**src/rtl/tetris_pkg.sv**
```systemverilog
// rtl/tetris_pkg.sv - shared board geometry and placement-search state encoding
package tetris_pkg;

    localparam int BOARD_ROWS = 20;
    localparam int BOARD_COLS = 10;
    localparam int NUM_ROT    = 4;
    localparam int BOARD_BITS = BOARD_ROWS * BOARD_COLS;
    localparam int LAST_COL   = BOARD_COLS - 1;
    localparam int LAST_ROT   = NUM_ROT - 1;

    typedef enum logic [2:0] {
        S_IDLE,
        S_ISSUE,
        S_WAIT,
        S_SCORE,
        S_DONE
    } search_state_t;

    // Board bit for (row, col); row 0 is the top of the well.
    function automatic int bit_idx(input int row, input int col);
        return row * BOARD_COLS + col;
    endfunction

endpackage

```
**src/rtl/board_height_eval.sv**
```systemverilog
// rtl/board_height_eval.sv - combinational aggregate column height of a board
// Ports:
//   board  in  200 : board bits, bit row*10+col, row 0 at top
//   height out 8   : sum over columns of (20 - topmost set row), 0 for empty columns
module board_height_eval
    import tetris_pkg::*;
(
    input  logic [BOARD_BITS-1:0] board,
    output logic [7:0]            height
);

    logic [4:0] col_h;
    logic [7:0] total;

    always_comb begin
        total = '0;
        col_h = '0;
        for (int c = 0; c < BOARD_COLS; c++) begin
            col_h = '0;
            // Scan bottom-up so the last hit is the topmost set row.
            for (int r = BOARD_ROWS - 1; r >= 0; r--) begin
                if (board[bit_idx(r, c)]) begin
                    col_h = 5'(BOARD_ROWS - r);
                end
            end
            total = total + {3'b000, col_h};
        end
    end

    assign height = total;

endmodule

```
**src/rtl/move_search_ctrl.sv**
```systemverilog
// rtl/move_search_ctrl.sv - exhaustive rotation/column placement search over the board simulator
// Ports:
//   clk, rst_n                 : clock, asynchronous active-low reset
//   start, cur_block, cur_board: search request and the position to search from
//   busy, done, found, error   : status; done is a one-cycle pulse
//   best_col/rot/board/cleared/score : winning placement and its simulated result
//   sim_request/block/col/rotation/board : request to the board simulator
//   sim_ready/valid/next_board/cleared_lines : simulator response
module move_search_ctrl
    import tetris_pkg::*;
#(
    parameter int W_CLEAR     = 32,
    parameter int SCORE_W     = 16,
    parameter int SIM_TIMEOUT = 15
) (
    input  logic                      clk,
    input  logic                      rst_n,
    input  logic                      start,
    input  logic [3:0]                cur_block,
    input  logic [BOARD_BITS-1:0]     cur_board,
    output logic                      busy,
    output logic                      done,
    output logic                      found,
    output logic                      error,
    output logic [3:0]                best_col,
    output logic [1:0]                best_rot,
    output logic [BOARD_BITS-1:0]     best_board,
    output logic [9:0]                best_cleared,
    output logic signed [SCORE_W-1:0] best_score,
    output logic                      sim_request,
    output logic [3:0]                sim_block,
    output logic [3:0]                sim_col,
    output logic [1:0]                sim_rotation,
    output logic [BOARD_BITS-1:0]     sim_board,
    input  logic                      sim_ready,
    input  logic                      sim_valid,
    input  logic [BOARD_BITS-1:0]     sim_next_board,
    input  logic [9:0]                sim_cleared_lines
);

    localparam int TMO_W = $clog2(SIM_TIMEOUT + 1);
    localparam logic signed [SCORE_W-1:0] SCORE_MIN = {1'b1, {(SCORE_W-1){1'b0}}};

    search_state_t             state_q, state_d;
    logic                      pend_q, pend_d;
    logic [3:0]                blk_q, blk_d;
    logic [BOARD_BITS-1:0]     board_q, board_d;
    logic [1:0]                rot_q, rot_d;
    logic [3:0]                col_q, col_d;
    logic [TMO_W-1:0]          tmo_q, tmo_d;
    logic                      res_valid_q, res_valid_d;
    logic [BOARD_BITS-1:0]     res_board_q, res_board_d;
    logic [9:0]                res_cleared_q, res_cleared_d;
    logic                      found_q, found_d;
    logic                      error_q, error_d;
    logic signed [SCORE_W-1:0] best_q, best_d;
    logic [3:0]                best_col_q, best_col_d;
    logic [1:0]                best_rot_q, best_rot_d;
    logic [BOARD_BITS-1:0]     best_board_q, best_board_d;
    logic [9:0]                best_cleared_q, best_cleared_d;

    logic [7:0]                height;
    logic [SCORE_W-1:0]        raw_score;
    logic signed [SCORE_W-1:0] score;

    board_height_eval u_height (
        .board  (res_board_q),
        .height (height)
    );

    assign raw_score = SCORE_W'(W_CLEAR) * SCORE_W'(res_cleared_q) - SCORE_W'(height);
    assign score     = $signed(raw_score);

    always_comb begin
        state_d        = state_q;
        pend_d         = pend_q;
        blk_d          = blk_q;
        board_d        = board_q;
        rot_d          = rot_q;
        col_d          = col_q;
        tmo_d          = tmo_q;
        res_valid_d    = res_valid_q;
        res_board_d    = res_board_q;
        res_cleared_d  = res_cleared_q;
        found_d        = found_q;
        error_d        = error_q;
        best_d         = best_q;
        best_col_d     = best_col_q;
        best_rot_d     = best_rot_q;
        best_board_d   = best_board_q;
        best_cleared_d = best_cleared_q;

        case (state_q)
            S_IDLE: begin
                // The request is registered for one cycle before the search starts,
                // so busy rises one edge after start is sampled.
                if (pend_q) begin
                    pend_d  = 1'b0;
                    state_d = S_ISSUE;
                end else if (start) begin
                    pend_d         = 1'b1;
                    blk_d          = cur_block;
                    board_d        = cur_board;
                    rot_d          = '0;
                    col_d          = '0;
                    found_d        = 1'b0;
                    error_d        = 1'b0;
                    best_d         = SCORE_MIN;
                    best_col_d     = '0;
                    best_rot_d     = '0;
                    best_board_d   = '0;
                    best_cleared_d = '0;
                end
            end
            S_ISSUE: begin
                tmo_d   = '0;
                state_d = S_WAIT;
            end
            S_WAIT: begin
                if (sim_ready) begin
                    res_valid_d   = sim_valid;
                    res_board_d   = sim_next_board;
                    res_cleared_d = sim_cleared_lines;
                    state_d       = S_SCORE;
                end else begin
                    tmo_d = tmo_q + TMO_W'(1);
                    if (tmo_q == TMO_W'(SIM_TIMEOUT - 1)) begin
                        error_d        = 1'b1;
                        found_d        = 1'b0;
                        best_d         = SCORE_MIN;
                        best_col_d     = '0;
                        best_rot_d     = '0;
                        best_board_d   = '0;
                        best_cleared_d = '0;
                        state_d        = S_DONE;
                    end
                end
            end
            S_SCORE: begin
                // Strict compare: the earliest candidate keeps a tie.
                if (res_valid_q && (score > best_q)) begin
                    found_d        = 1'b1;
                    best_d         = score;
                    best_col_d     = col_q;
                    best_rot_d     = rot_q;
                    best_board_d   = res_board_q;
                    best_cleared_d = res_cleared_q;
                end
                state_d = S_ISSUE;
                if (col_q == 4'(LAST_COL)) begin
                    col_d = '0;
                    if (rot_q == 2'(LAST_ROT)) begin
                        state_d = S_DONE;
                    end else begin
                        rot_d = rot_q + 2'd1;
                    end
                end else begin
                    col_d = col_q + 4'd1;
                end
            end
            S_DONE: begin
                state_d = S_IDLE;
            end
            default: begin
                state_d = S_IDLE;
            end
        endcase
    end

    always_ff @(posedge clk or negedge rst_n) begin
        if (!rst_n) begin
            state_q        <= S_IDLE;
            pend_q         <= 1'b0;
            blk_q          <= '0;
            board_q        <= '0;
            rot_q          <= '0;
            col_q          <= '0;
            tmo_q          <= '0;
            res_valid_q    <= 1'b0;
            res_board_q    <= '0;
            res_cleared_q  <= '0;
            found_q        <= 1'b0;
            error_q        <= 1'b0;
            best_q         <= '0;
            best_col_q     <= '0;
            best_rot_q     <= '0;
            best_board_q   <= '0;
            best_cleared_q <= '0;
        end else begin
            state_q        <= state_d;
            pend_q         <= pend_d;
            blk_q          <= blk_d;
            board_q        <= board_d;
            rot_q          <= rot_d;
            col_q          <= col_d;
            tmo_q          <= tmo_d;
            res_valid_q    <= res_valid_d;
            res_board_q    <= res_board_d;
            res_cleared_q  <= res_cleared_d;
            found_q        <= found_d;
            error_q        <= error_d;
            best_q         <= best_d;
            best_col_q     <= best_col_d;
            best_rot_q     <= best_rot_d;
            best_board_q   <= best_board_d;
            best_cleared_q <= best_cleared_d;
        end
    end

    assign busy         = (state_q != S_IDLE);
    assign done         = (state_q == S_DONE);
    assign sim_request  = (state_q == S_ISSUE) || (state_q == S_WAIT);
    assign sim_block    = blk_q;
    assign sim_board    = board_q;
    assign sim_col      = col_q;
    assign sim_rotation = rot_q;
    assign found        = found_q;
    assign error        = error_q;
    assign best_col     = best_col_q;
    assign best_rot     = best_rot_q;
    assign best_board   = best_board_q;
    assign best_cleared = best_cleared_q;
    assign best_score   = found_q ? best_q : '0;

endmodule

```
**config.mk**
```make
export PLATFORM = sky130hd
export DESIGN_NAME = move_search_ctrl
export DESIGN_NICKNAME = d
export VERILOG_FILES = /design/src/rtl/tetris_pkg.sv /design/src/rtl/board_height_eval.sv /design/src/rtl/move_search_ctrl.sv
export SDC_FILE = /design/constraint.sdc
export NUM_CORES = 1
export LEC_CHECK = 0
export ABC_AREA = 1
export BUFFER_PORTS_ARGS = -buffer_cell sky130_fd_sc_hd__buf_2
export CORE_AREA = 4 4 337 339
export CTS_CLUSTER_DIAMETER = 40
export DETAILED_ROUTE_END_ITERATION = 8
export DIE_AREA = 0 0 341 343
export GPL_ROUTABILITY_DRIVEN = 1
export SLEW_MARGIN = 40
export SYNTH_ARGS = -nofsm -noshare
export SYNTH_HDL_FRONTEND = slang
export SYNTH_SLANG_ARGS = --single-unit
```
**constraint.sdc**
```tcl
create_clock -name clk -period 22.9 [get_ports clk]
set_input_delay 2.29 -clock clk [delete_from_list [all_inputs] [get_ports clk]]
set_output_delay 2.29 -clock clk [all_outputs]
set_load 0.02 [all_outputs]
```
==> results by group <==
GRT
  – First-pass GRT wire length: ~170000 um
  – Largest net degree at the start of global routing: 139
  – Gr ovfl total: 0
  – GRT Util Overall: 20.2%
  – Vias in the first global route: 25244
  – Initial antenna violation count: 27

Route
  – Pre-antenna DRT Iters: 5
  – Routed vias/inst: 4.47
  – DRC violations left: 0
  – DRT iter0 DRCs: 2268
  – ANT nets after route: 0
  – Final wirelength: 123000 um
  – Via count: roughly 26000
  – Per-cell routed wire length: about 21 um

Setup path
  – Crit path kind: flip-flop to flip-flop
  – Startpoint types: flip-flop
  – Crit-path most repeated cell: nand2_1
  – CP required: 23.52 ns
  – Critical Path Max Stage Delay: 0.64 ns
  – CP arrival: between 10 and 15 ns
  – CP endpoint kind: flip-flop
  – Worst-path maximum fanout: 138
  – Slowest cell on crit path: buf_6

Synthesis
  – Post-synthesis simple-gate area fraction: between 20% and 30%
  – Syn Nets: 3770
  – Top cells by area, synth: dfrtp_1, nand2_1, o21ai_0, inv_1, o21ai_1
  – Top_reg_cell synth: dfrtp_1
  – Yosys cell types: 46
  – Post-synthesis sequential area ratio: roughly three fifths
  – Area share of the largest cell type after synthesis: approximately 58%
  – Largest family of logic cells by synthesized area: simple AND/OR/NAND/NOR gates
  – Syn Area/Cell: a little under 9 um2
  – Mux share of post-synthesis cell area: 0%
  – Syn Std Cell Area: around 29000 um2
  – Xor/xnor share of the synthesized area: less than 1%
  – Post-synth top area cell: dfrtp_1
  – FFs w/ async S/R, synth: between 90% and 100%
  – Post-synth EDFFs: 0
  – Compound-Gate Fraction of Synth Area: 9.66%
  – Post-Syn Instances: ~3300
  – Synth Area in Adders: 4.20%
  – Flops & latches, synth: 663
  – YS warnings: 0

Clock network
  – Clock insertion delay at the later pin of the skew report: ~0.71 ns
  – CTS clk-pin slew, worst paths: 0.05 ns
  – H-tree depth: 3
  – Post-CTS Hold Buffers: 0
  – Setup bufs post-CTS: 0
  – Total CTS buffers: 111
  – CTS resizes: 0
  – CTS Sinks: 663
  – Root Buffer: clkbuf_16
  – Clock Path Buffers: 3
  – CTS tree: done

Placement
  – Dpl hpwl: 94800 um
  – DP Area: 34300 um2
  – PortBufs: 865
  – Placed cell count: approximately 5500
  – Final GP Congestion: 0.912

STA
  – Final period utilization: 45.3%
  – Slew HR: between 40% and 50%
  – Fin crit period: ~10 ns
  – Hold Violations, Final: 0
  – Fmax: 0.0964 GHz
  – Unrepaired setup endpoints after global routing: no
  – Actual slew at the worst max-slew pin: 0.838 ns
  – Max-slew violation count: 0
  – Final hold slack: around 0.47 ns
  – Total negative setup slack: 0 ns
  – Final setup viols: 0
  – Setup Skew: 0.0461 ns

Floorplan
  – Die width: around 340 um
  – Core Region: 110000 um2
  – I/O pin total: 866
  – Starting Density: 25.9%
  – Die area: 117000 um2
  – Die H: 343 um
  – Std-Cell Rows: between 100 and 150

Final layout
  – Fill cell count: 11528
  – Fin nets: approximately 4600
  – Non-filler cells, final: between 5000 and 6000
  – Layout cell share with drive strength beyond 1: 26.5%
  – Area growth syn-to-layout: 34.6%
  – Most frequent cells in the layout: nand2_1, buf_2, dfrtp_1
  – Commonest non-fill, non-tap cell in the layout: nand2_1
  – Finished Cell Area: roughly 38000 um2

Status
  – Status: complete, no violations

Min path
  – Worst min path class: flip-flop to flip-flop

Flow run
  – Max-Cap Viols: 0
-- cell usage after synthesis (9+ instances only) --
library cell	count
nand2_1	1372
nor4_1	12
nand3_1	33
o21ai_0	240
buf_6	23
a22o_1	9
a21oi_1	38
nor2_1	101
ha_1	40
xor2_1	17
fa_1	35
o21ai_1	200
buf_2	40
inv_1	310
dfrtp_1	663
clkbuf_1	73
-- layout make-up --
| class | count | area [um2] | share of cell area, % |
|---|---|---|---|
| Tap cell | 1488 | 1860 | 4.84 |
| Multi-Input combinational cell | 2154 | 10100 | 26.2 |
| Antenna cell | 21 | 52.6 | 0.137 |
| Clock inverter | 88 | 1150 | 2.99 |
| Timing Repair Buffer | 887 | 4610 | 12.0 |
| Clock buffer | 124 | 2930 | 7.61 |
| Inverter | 317 | 1210 | 3.15 |
| Sequential cell | 663 | 16600 | 43.1 |
-- stage by stage --
step / utilization, % / setup WS, ns
6_report: 34.9 / 12.53
5_1_grt: 34.8 / 11.54
4_1_cts: 34.8 / 12.40
3_5_place_dp: 31.1 / 12.50
3_3_place_gp: 31.0 / 12.14
2_1_floorplan: - / 15.23
-- flip-flops by register name, summed over array words and instances, names as in the netlist, 2 cells and up --
name           count
sim_board        200
best_q            16
sim_col            4
res_board_q      200
sim_block          4
res_cleared_q     10
best_board       200
best_rot           2
best_cleared      10
tmo_q              4
best_col           4
sim_rotation       2
state_q            3
-- per-layer routing --
layer / share of wire (%) / track usage (%)
met1: 45 / 28.7
met2: 44 / 29.6
met3: 8.0 / 5.22
met4: 3.3 / 7.45
met5: 0.063 / 0
-- critical path, delay by kind of cell, from the launching register on --
kind / cells / cell delay, ns
and+or+nand+nor: 29 / 3.09
DFF: 1 / 0.38
adders and majority gates: 10 / 3.89
xor gates and xnor gates: 3 / 0.61
buffers and inverters: 4 / 1.25
AOI/OAI and AO/OA: 6 / 0.79
-- cell families (layout without fill, tap and decap cells) --
| logic type | after synthesis | count (layout) |
|---|---|---|
| compound gates | 525 | 525 |
| xor+xnor | 19 | 19 |
| fa+ha+maj | 75 | 75 |
| buf+inv | 459 | 1416 |
| flops | 663 | 663 |
| other cells | 0 | 21 |
| simple gates | 1535 | 1535 |
-- final timing paths --
kind,from,end,slack [ns],cells past startpoint
max,res_board_q[191],best_board[140],12.53,52
min,sim_board[68],sim_board[68],0.47,2
max reg2reg,res_board_q[191],best_board[140],12.53,52
min reg2reg,sim_board[68],sim_board[68],0.47,2
max in group asynchronous,rst_n,best_col[2],17.99,6
min in group asynchronous,rst_n,best_board[85],1.47,1
Power is not shown: default switching activity piles up to over one toggle a cycle in this logic, so the estimate is an artifact.
